$ cat src/rtl/exec_unit_if.sv
// Decoder-to-execute handshake bundle: decoded instruction in, accumulator,
// flags, completion pulse and ready back out.
interface exec_unit_if;
    logic       in_valid;
    logic [2:0] opcode;
    logic [3:0] operand;
    logic       in_ready;
    logic [7:0] acc_out;
    logic       carry;
    logic       zero;
    logic       done;

    modport master (
        output in_valid, opcode, operand,
        input  in_ready, acc_out, carry, zero, done
    );

    modport slave (
        input  in_valid, opcode, operand,
        output in_ready, acc_out, carry, zero, done
    );
endinterface

$ cat src/rtl/exec_unit.sv
// Execute stage of the JSilicon 8-bit core: accumulator ALU with iterative
// shift-left (SHLI) and 8x4 shift-add multiply (MULI) behind valid/ready.
module exec_unit (
    input  logic       clock,
    input  logic       reset_n,
    input  logic       ena,
    exec_unit_if.slave bus
);

    typedef enum logic {
        S_IDLE = 1'b0,
        S_RUN  = 1'b1
    } state_e;

    typedef enum logic [2:0] {
        OP_NOP  = 3'd0,
        OP_LDI  = 3'd1,
        OP_ADDI = 3'd2,
        OP_SUBI = 3'd3,
        OP_ANDI = 3'd4,
        OP_XORI = 3'd5,
        OP_SHLI = 3'd6,
        OP_MULI = 3'd7
    } opcode_e;

    state_e      state_q, state_d;
    logic        is_mul_q, is_mul_d;
    logic [2:0]  cnt_q, cnt_d;
    logic [11:0] work_q, work_d;      // shift register (SHLI) or multiplicand (MULI)
    logic [3:0]  mplier_q, mplier_d;
    logic [11:0] prod_q, prod_d;
    logic [7:0]  acc_q, acc_d;
    logic        carry_q, carry_d;
    logic        zero_q, zero_d;
    logic        done_q, done_d;

    opcode_e     op;
    logic [7:0]  imm;
    logic [8:0]  sum9;
    logic [8:0]  diff9;
    logic [11:0] prod_step;

    assign op        = opcode_e'(bus.opcode);
    assign imm       = {4'b0000, bus.operand};
    assign sum9      = {1'b0, acc_q} + {1'b0, imm};
    assign diff9     = {1'b0, acc_q} - {1'b0, imm};
    assign prod_step = mplier_q[0] ? (prod_q + work_q) : prod_q;

    // NOTE: every _d is given its hold value first, so no path through this block can infer a latch.
    always_comb begin
        state_d  = state_q;
        is_mul_d = is_mul_q;
        cnt_d    = cnt_q;
        work_d   = work_q;
        mplier_d = mplier_q;
        prod_d   = prod_q;
        acc_d    = acc_q;
        carry_d  = carry_q;
        zero_d   = zero_q;
        done_d   = done_q;

        if (ena) begin
            done_d = 1'b0;
            case (state_q)
                S_IDLE: begin
                    if (bus.in_valid) begin
                        done_d = 1'b1;
                        case (op)
                            OP_NOP: ;
                            OP_LDI: begin
                                acc_d   = imm;
                                carry_d = 1'b0;
                            end
                            OP_ADDI: {carry_d, acc_d} = sum9;
                            OP_SUBI: begin
                                acc_d   = diff9[7:0];
                                carry_d = diff9[8];
                            end
                            OP_ANDI: begin
                                acc_d   = acc_q & imm;
                                carry_d = 1'b0;
                            end
                            OP_XORI: begin
                                acc_d   = acc_q ^ imm;
                                carry_d = 1'b0;
                            end
                            OP_SHLI: begin
                                if (bus.operand[2:0] == 3'd0) begin
                                    carry_d = 1'b0;
                                end else begin
                                    done_d   = 1'b0;
                                    work_d   = {4'b0000, acc_q};
                                    cnt_d    = bus.operand[2:0];
                                    is_mul_d = 1'b0;
                                    state_d  = S_RUN;
                                end
                            end
                            OP_MULI: begin
                                done_d   = 1'b0;
                                work_d   = {4'b0000, acc_q};
                                mplier_d = bus.operand;
                                prod_d   = 12'h000;
                                cnt_d    = 3'd4;
                                is_mul_d = 1'b1;
                                state_d  = S_RUN;
                            end
                            default: ;
                        endcase
                    end
                end

                S_RUN: begin
                    cnt_d  = cnt_q - 3'd1;
                    work_d = {work_q[10:0], 1'b0};
                    if (is_mul_q) begin
                        prod_d   = prod_step;
                        mplier_d = {1'b0, mplier_q[3:1]};
                    end
                    // Last iteration: the architectural state sees only the final result.
                    if (cnt_q == 3'd1) begin
                        state_d = S_IDLE;
                        done_d  = 1'b1;
                        if (is_mul_q) begin
                            acc_d   = prod_step[7:0];
                            carry_d = |prod_step[11:8];
                        end else begin
                            acc_d   = {work_q[6:0], 1'b0};
                            carry_d = work_q[7];
                        end
                    end
                end

                default: state_d = S_IDLE;
            endcase
            zero_d = (acc_d == 8'h00);
        end
    end

    // NOTE: sequential state uses non-blocking assignments so every flop samples pre-edge values.
    always_ff @(posedge clock) begin
        if (!reset_n) begin
            state_q  <= S_IDLE;
            is_mul_q <= 1'b0;
            cnt_q    <= 3'd0;
            work_q   <= 12'h000;
            mplier_q <= 4'h0;
            prod_q   <= 12'h000;
            acc_q    <= 8'h00;
            carry_q  <= 1'b0;
            zero_q   <= 1'b1;
            done_q   <= 1'b0;
        end else begin
            state_q  <= state_d;
            is_mul_q <= is_mul_d;
            cnt_q    <= cnt_d;
            work_q   <= work_d;
            mplier_q <= mplier_d;
            prod_q   <= prod_d;
            acc_q    <= acc_d;
            carry_q  <= carry_d;
            zero_q   <= zero_d;
            done_q   <= done_d;
        end
    end

    assign bus.in_ready = (state_q == S_IDLE);
    assign bus.acc_out  = acc_q;
    assign bus.carry    = carry_q;
    assign bus.zero     = zero_q;
    assign bus.done     = done_q;

endmodule
$ cat src/flat_wrapper.sv
// flat-port wrapper written by rule: the top's interface ports become plain ports
module exec_unit_flat 
  (clock, reset_n, ena, bus_in_valid, bus_opcode, bus_operand, bus_in_ready, bus_acc_out, bus_carry, bus_zero, bus_done);
  exec_unit_if bus_i ();
  input  logic clock;
  input  logic reset_n;
  input  logic ena;
  input wire logic [$bits(bus_i.in_valid)-1:0] bus_in_valid;
  input wire logic [$bits(bus_i.opcode)-1:0] bus_opcode;
  input wire logic [$bits(bus_i.operand)-1:0] bus_operand;
  output wire logic [$bits(bus_i.in_ready)-1:0] bus_in_ready;
  output wire logic [$bits(bus_i.acc_out)-1:0] bus_acc_out;
  output wire logic [$bits(bus_i.carry)-1:0] bus_carry;
  output wire logic [$bits(bus_i.zero)-1:0] bus_zero;
  output wire logic [$bits(bus_i.done)-1:0] bus_done;
  assign bus_i.in_valid = bus_in_valid;
  assign bus_i.opcode = bus_opcode;
  assign bus_i.operand = bus_operand;
  assign bus_in_ready = bus_i.in_ready;
  assign bus_acc_out = bus_i.acc_out;
  assign bus_carry = bus_i.carry;
  assign bus_zero = bus_i.zero;
  assign bus_done = bus_i.done;
  exec_unit u_core (.clock(clock), .reset_n(reset_n), .ena(ena), .bus(bus_i));
endmodule
$ cat config.mk
export PLATFORM = sky130hd
export DESIGN_NAME = exec_unit_flat
export DESIGN_NICKNAME = d
export VERILOG_FILES = /design/src/rtl/exec_unit_if.sv /design/src/rtl/exec_unit.sv /design/src/flat_wrapper.sv
export SDC_FILE = /design/constraint.sdc
export NUM_CORES = 1
export LEC_CHECK = 0
export BUFFER_PORTS_ARGS = -buffer_cell sky130_fd_sc_hd__clkbuf_2
export CAP_MARGIN = 40
export CORE_UTILIZATION = 61
export CTS_CLUSTER_SIZE = 14
export DETAILED_ROUTE_END_ITERATION = 10
export PLACE_DENSITY = 0.8
export SKIP_CTS_REPAIR_TIMING = 1
export SLEW_MARGIN = 20
export SYNTH_ARGS = -nofsm -noshare
export SYNTH_HDL_FRONTEND = slang
export SYNTH_SLANG_ARGS = --single-unit
$ cat constraint.sdc
create_clock -name clock -period 2.9 [get_ports clock]
set_input_delay 0.29 -clock clock [delete_from_list [all_inputs] [get_ports clock]]
set_output_delay 0.29 -clock clock [all_outputs]
set_load 0.05 [all_outputs]
==> out/qor.yml, run 1 <==
syn_to_final_growth_pct: 6.379
cp.arrival_ps: 2990
ys_ff_latch: 44
clock_skew_ps: 2.589
ir_drop_uv: 256.6
dr_wl_met3_um: 806
yosys_warnings: 0
h-tree-depth: 2
worstSetupStartpointType: "register"
cts_buffers: 5
final_nets: 503
hold_end: "u_core.mplier_q[3]"
cts-root-buf: "clkbuf_8"
dp_cells: 531
io_pins: 23
end_kind: "register"
drive_gt1_share_pct: 11.11
min_from: "bus_operand[3]"
max_freq_mhz: 364.6
ant_nets: 0
dieArea_sq_um: 6161
holdPathStages: 3
grt_max_degree: 40
status: "completed"
period_share_pct: 94.57
placed_area_sq_um: 3699
setup_viol: 0
core_sq_um: 5574
r2r_end: "u_core.bus.zero"
rsz0062_at_grt: "false"
yosysSeqAreaShare_pct: 24.68
hold_violations: 0
clock_insertion_delay_worst_skew_ps: 300
fin_cells: 540
worst_pin_slew_ps: 835.6
maxCapViolations: 0
setup.worst_path.class: "register to register"
routed-via-count: 3666
syn_inst: 460
wl_per_cell_um: 18.10
place_congestion: 0.9662
syn_nets: 496
drv_slew: 0
synth_area_sq_um: 3570
leakage_nw: 1.499
syn_area_per_cell_sq_um: 7.760
routed_wl_um: 9772
synth_ff_type: "dfxtp_1"
io_buffers: 22
cp_max_fo: 6
fin_area_sq_um: 3797
grt_pass1_vias: 3190
place_hpwl_um: 7134
die_x_um: 78.50
drt-met1-wl_um: 4315
fin_crit_ps: 2743
whs_ps: 328.4
start_util_pct: 64.04
die_y_um: 78.50
clk_pin_slew_worst_paths_ps: 80
synth_edf_count: 0
grt_first_pass_wirelength_um: 15970
gr-total-overflow: 0
reg2reg_depth: 9
relSlewSlack_pct: 44.23
drc_errors: 0
dr.pass1.iters: 6
wl_met2_um: 4458
power.total_mw: 1.385
viasPerCell: 6.789
num_rows: 27
hp-class: "input pin to register"
cts_max_path_buffers: 2
required_ps: 3150
regToRegStartpoint: "u_core.bus.acc_out[0]"
cts_tree: "done"
top_layer: "met4"
async_flop_share_pct: 0
cts_sinks: 44
rrSetupSlack_ps: 160
p_per_area_nw_per_um2: 364.7
setup_tns_ps: 0
ys_types: 75
antenna-diode-count: 0
antenna_found_initial: 0
drt-initial-drc-count: 475
grt_usage_pct: 33.19
[worst max-delay path by stage]
| stage | startpoint | to | cells past startpoint |
|---|---|---|---|
| 3_5_place_dp | bus_operand[0] | u_core.bus.zero | 10 |
| 6_report | u_core.bus.acc_out[0] | u_core.bus.zero | 9 |
| 2_1_floorplan | u_core.bus.acc_out[1] | u_core.bus.zero | 8 |
| 5_1_grt | u_core.bus.acc_out[0] | u_core.bus.zero | 9 |
| 3_3_place_gp | bus_operand[0] | u_core.bus.zero | 10 |
| 4_1_cts | u_core.bus.acc_out[0] | u_core.bus.zero | 9 |
[through the flow]
| stage | worst slack, ps | util, % |
|---|---|---|
| global route | 10.63 | 68.13 |
| finish | 157.4 | 68.13 |
| global placement | 220.8 | 66.31 |
| floorplan | 190.5 | - |
| detailed placement | 136.1 | 66.35 |
| CTS | 192.2 | 68.04 |
[critical path, stage by stage (launching register included)]
cell and delay, ps:
dfxtp_2 360, ha_1 250, fa_1 430, nor2b_1 170
o311a_1 340, o2111a_1 270, a221oi_2 220, o2111ai_1 180
a2111oi_2 300, a31o_1 180
[logic make-up (layout without fill, tap and decap cells)]
group                    Yosys count  in the layout  synth area share, %
AND/OR/NAND/NOR                  163            163                22.85
AO/OA/AOI/OAI                    152            152                31.02
buffers and inverters             56             64                6.624
flip-flops                        44             44                24.68
adder cells (fa/ha/maj)           25             25                9.394
multiplexers                      13             13                3.715
XOR/XNOR                           7              7                1.718
[layout by cell type (no fill, tap or decap), drive strengths merged, types with 5 or more instances in the layout]
cell type / netlist / routed
a22oi: 9 / 9
a211oi: 16 / 16
a31oi: 8 / 8
nand4: 5 / 5
dfxtp: 44 / 44
nor3: 13 / 13
o21ai: 21 / 21
ha: 22 / 22
nand2b: 11 / 11
a32oi: 5 / 5
o31ai: 6 / 6
o211a: 5 / 5
clkbuf: 23 / 29
nand2: 31 / 31
and3: 5 / 5
nand3: 12 / 12
inv: 21 / 21
o211ai: 9 / 9
mux2i: 11 / 11
nor2b: 7 / 7
buf: 10 / 11
nor2: 51 / 51
and2: 5 / 5
a21oi: 29 / 29
[sequential cells by signal, summed over array words and instances, names as in the netlist, 3 cells and up]
name and flops:
u_core.prod_q 12, u_core.work_q 12, u_core.bus.acc_out 8, u_core.mplier_q 4, u_core.cnt_q 3
[Yosys cell counts, types with 4 or more instances]
library cell | n | area, sq um
a22oi_1 | 9 | 67.56
a32oi_1 | 5 | 43.79
a31oi_1 | 8 | 50.05
nand3_1 | 12 | 60.06
nand2_1 | 31 | 116.4
o31ai_1 | 6 | 45.04
dfxtp_1 | 44 | 880.8
and2_1 | 5 | 31.28
clkbuf_1 | 22 | 82.58
o211ai_1 | 9 | 67.56
nand2b_1 | 11 | 68.82
and3_1 | 5 | 31.28
mux2i_1 | 11 | 110.1
nand3b_1 | 4 | 30.03
nor3_1 | 13 | 65.06
a21oi_1 | 27 | 135.1
buf_2 | 5 | 25.02
inv_1 | 21 | 78.83
o211a_1 | 5 | 50.05
a21o_1 | 4 | 30.03
a211oi_1 | 15 | 112.6
nor2b_1 | 7 | 43.79
xor2_1 | 4 | 35.03
nor2_1 | 51 | 191.4
ha_1 | 22 | 275.3
o21ai_0 | 20 | 100.1
nand4_1 | 5 | 31.28
[power by group]
part	leakage [nW]	switching, mW	internal (mW)
combinational	1.10	0.214	0.108
clock	0.0445	0.220	0.194
sequential	0.358	0.0260	0.623
[routing by layer]
| metal | vias to the layer above | GRT usage, % |
|---|---|---|
| met5 | - | 0 |
| met4 | 0 | 11.67 |
| met3 | 21 | 4.767 |
| met2 | 190 | 51.84 |
| met1 | 1719 | 46.36 |
| li1 | 1736 | - |
[layout make-up]
class | count | area (sq um)
tap | 72 | 90.09
sequential | 44 | 882.1
inverter | 23 | 86.33
multi-input combinational | 360 | 2455
clock buffer | 7 | 86.33
timing repair buffer | 33 | 190.2
fill | 486 | 1777
clock inverter | 1 | 7.507
(Power assumes the default switching activity.)
==> inputs of run 2 (changes only) <==
==> constraint.sdc (replaced) <==
create_clock -name clock -period 3.25 [get_ports clock]
set_input_delay 0.325 -clock clock [delete_from_list [all_inputs] [get_ports clock]]
set_output_delay 0.325 -clock clock [all_outputs]
set_load 0.05 [all_outputs]
==> run 2 against run 1 <==
Effect of this change:
- design area shrank 0.43%
- sequential share of layout area grew 0.067 points
- sequential power decreased by 10%
- critical path type unchanged
- register-to-register slack improved by 360 ps
- wire length down 2.2%
==> out/qor.yml, run 2 (same netlist as run 1, synthesis figures left out) <==
status: "completed"  # unchanged
setup_viol: 0  # unchanged
ir_drop_uv: 227.8  # was 256.6 uV
final_nets: 501  # was 503
cts_max_path_buffers: 2  # unchanged
drc_errors: 0  # unchanged
syn_to_final_growth_pct: 5.924  # was 6.379%
worst_pin_slew_ps: 748.3  # was 835.6 ps
ant_nets: 0  # unchanged
rsz0062_at_grt: "false"  # unchanged
cp.arrival_ps: 2990  # about the same
layout_common_cells: "nor2_1, dfxtp_1, nand2_1"  # unchanged
final_common_cell: "nor2_1"  # unchanged
cts-root-buf: "clkbuf_8"  # unchanged
num_rows: 27  # unchanged
n_fill_cell: 508  # was 486
required_ps: 3500  # was 3150 ps
setup_tns_ps: 0  # unchanged
dr.pass1.iters: 5  # was 6
cts_tree: "done"  # unchanged
core_sq_um: 5574  # unchanged
place_congestion: 0.9511  # was 0.9662
start_util_pct: 64.04  # unchanged
cts_sinks: 44  # unchanged
fin_crit_ps: 2736  # was 2743 ps
maxCapViolations: 0  # unchanged
p_per_area_nw_per_um2: 326.6  # was 364.7 nW/um^2
antenna_found_initial: 0  # unchanged
hp-class: "input pin to register"  # unchanged
pwr-share-clk_pct: 30.3  # was 29.9%
place_hpwl_um: 6979  # was 7134 um
cts_buffers: 5  # unchanged
antenna-diode-count: 0  # unchanged
drv_slew: 0  # unchanged
clock_skew_ps: 5.582  # was 2.589 ps
io_buffers: 22  # unchanged
routed-via-count: 3663  # was 3666
grt_first_pass_wirelength_um: 16140  # was 15970 um
period_share_pct: 84.20  # was 94.57%
utilization_pct: 67.83  # was 68.13%
power.switching_uw: 412.0  # was 459.8 uW
cp_max_fo: 6  # unchanged
drt-initial-drc-count: 415  # was 475
wl_per_cell_um: 17.77  # was 18.10 um
dieArea_sq_um: 6161  # unchanged
clk_pin_slew_worst_paths_ps: 90  # was 80 ps
grt_usage_pct: 33.32  # was 33.19%
die_x_um: 78.50  # unchanged
p_sw_share_pct: 33.36  # was 33.21%
seq_power_share_pct: 47.1  # was 46.8%
p_int_uw: 822.9  # was 924.9 uW
hold_violations: 0  # unchanged
grt_max_degree: 40  # unchanged
grt_pass1_vias: 3328  # was 3190
setup.worst_path.class: "register to register"  # unchanged
end_kind: "register"  # unchanged
drive_gt1_share_pct: 10.30  # was 11.11%
viasPerCell: 6.809  # was 6.789
h-tree-depth: 2  # unchanged
io_pins: 23  # unchanged
max_freq_mhz: 365.4  # was 364.6 MHz
worstSetupStartpointType: "register"  # unchanged
clock_insertion_delay_worst_skew_ps: 310  # was 300 ps
gr-total-overflow: 0  # unchanged
die_y_um: 78.50  # unchanged
routed_wl_um: 9561  # was 9772 um
leakage_nw: 1.490  # was 1.499 nW
relSlewSlack_pct: 49.46  # was 44.23%
combPwrFrac_pct: 22.6  # was 23.3%
run 2: cell types whose count changed in the layout (fill, tap and decap cells not counted):
| cell | delta |
|---|---|
| buf_2 | -1 |
| buf_4 | -1 |
| dfxtp_1 | +1 |
| dfxtp_2 | -1 |
| nor2_1 | +1 |
| nor2_2 | -1 |
run 2: final cells by class:
| class | count | area [sq um] | share of cell area [%] |
|---|---|---|---|
| clock inverters | 1 | 7.507 | 0.1985 |
| multi-input cells | 360 | 2452 | 64.86 |
| flip-flops and latches | 44 | 880.8 | 23.30 |
| repair buffers | 31 | 177.7 | 4.699 |
| inverters | 23 | 86.33 | 2.283 |
| clock buffers | 7 | 86.33 | 2.283 |
| well taps | 72 | 90.09 | 2.383 |
run 2: path summary, 6_finish.rpt:
kind / startpoint / end / slack, ps / cells past startpoint
worst min-delay path: bus_operand[3] / u_core.mplier_q[3] / 360 / 3
worst max-delay path: u_core.bus.acc_out[0] / u_core.bus.zero / 510 / 9
worst max register to register: u_core.bus.acc_out[0] / u_core.bus.zero / 510 / 9
worst min register to register: u_core.mplier_q[3] / u_core.mplier_q[3] / 470 / 2
run 2: stage by stage:
stage                     worst slack [ps]  cells  instance area [sq um]  hold WS [ps]  total power, mW
after floorplan                      341.6    460                   3570         432.0           0.8013
after global placement               551.2    529                   3680         442.6           0.8605
after detailed placement             489.2    530                   3687         449.1           0.8664
after CTS                            515.6    538                   3781         347.4            1.230
after global routing                 355.6    538                   3781         373.3            1.292
final                                513.5    538                   3781         355.0            1.235
run 2: per-layer routing:
metal  vias up  share of wire [%]  track usage [%]
met5         -                  0                0
met4         0                2.0            11.48
met3        18                9.5            6.047
met2       176                 45            51.05
met1      1748                 44            46.65
li1       1721                  -                -
run 2: critical path, stage by stage, from the launching register on:
cell and delay, ps:
dfxtp_1 370, ha_1 270, fa_1 410, nor2b_1 160
o311a_1 330, o2111a_1 270, a221oi_2 220, o2111ai_1 170
a2111oi_2 300, a31o_1 170
run 2: power groups by stage:
stage | registers, mW | logic [mW] | clock network (mW)
2_1_floorplan | 0.614 | 0.187 | 0
3_3_place_gp | 0.593 | 0.268 | 0
3_5_place_dp | 0.594 | 0.273 | 0
4_1_cts | 0.581 | 0.274 | 0.375
5_1_grt | 0.585 | 0.304 | 0.403
6_report | 0.581 | 0.279 | 0.375
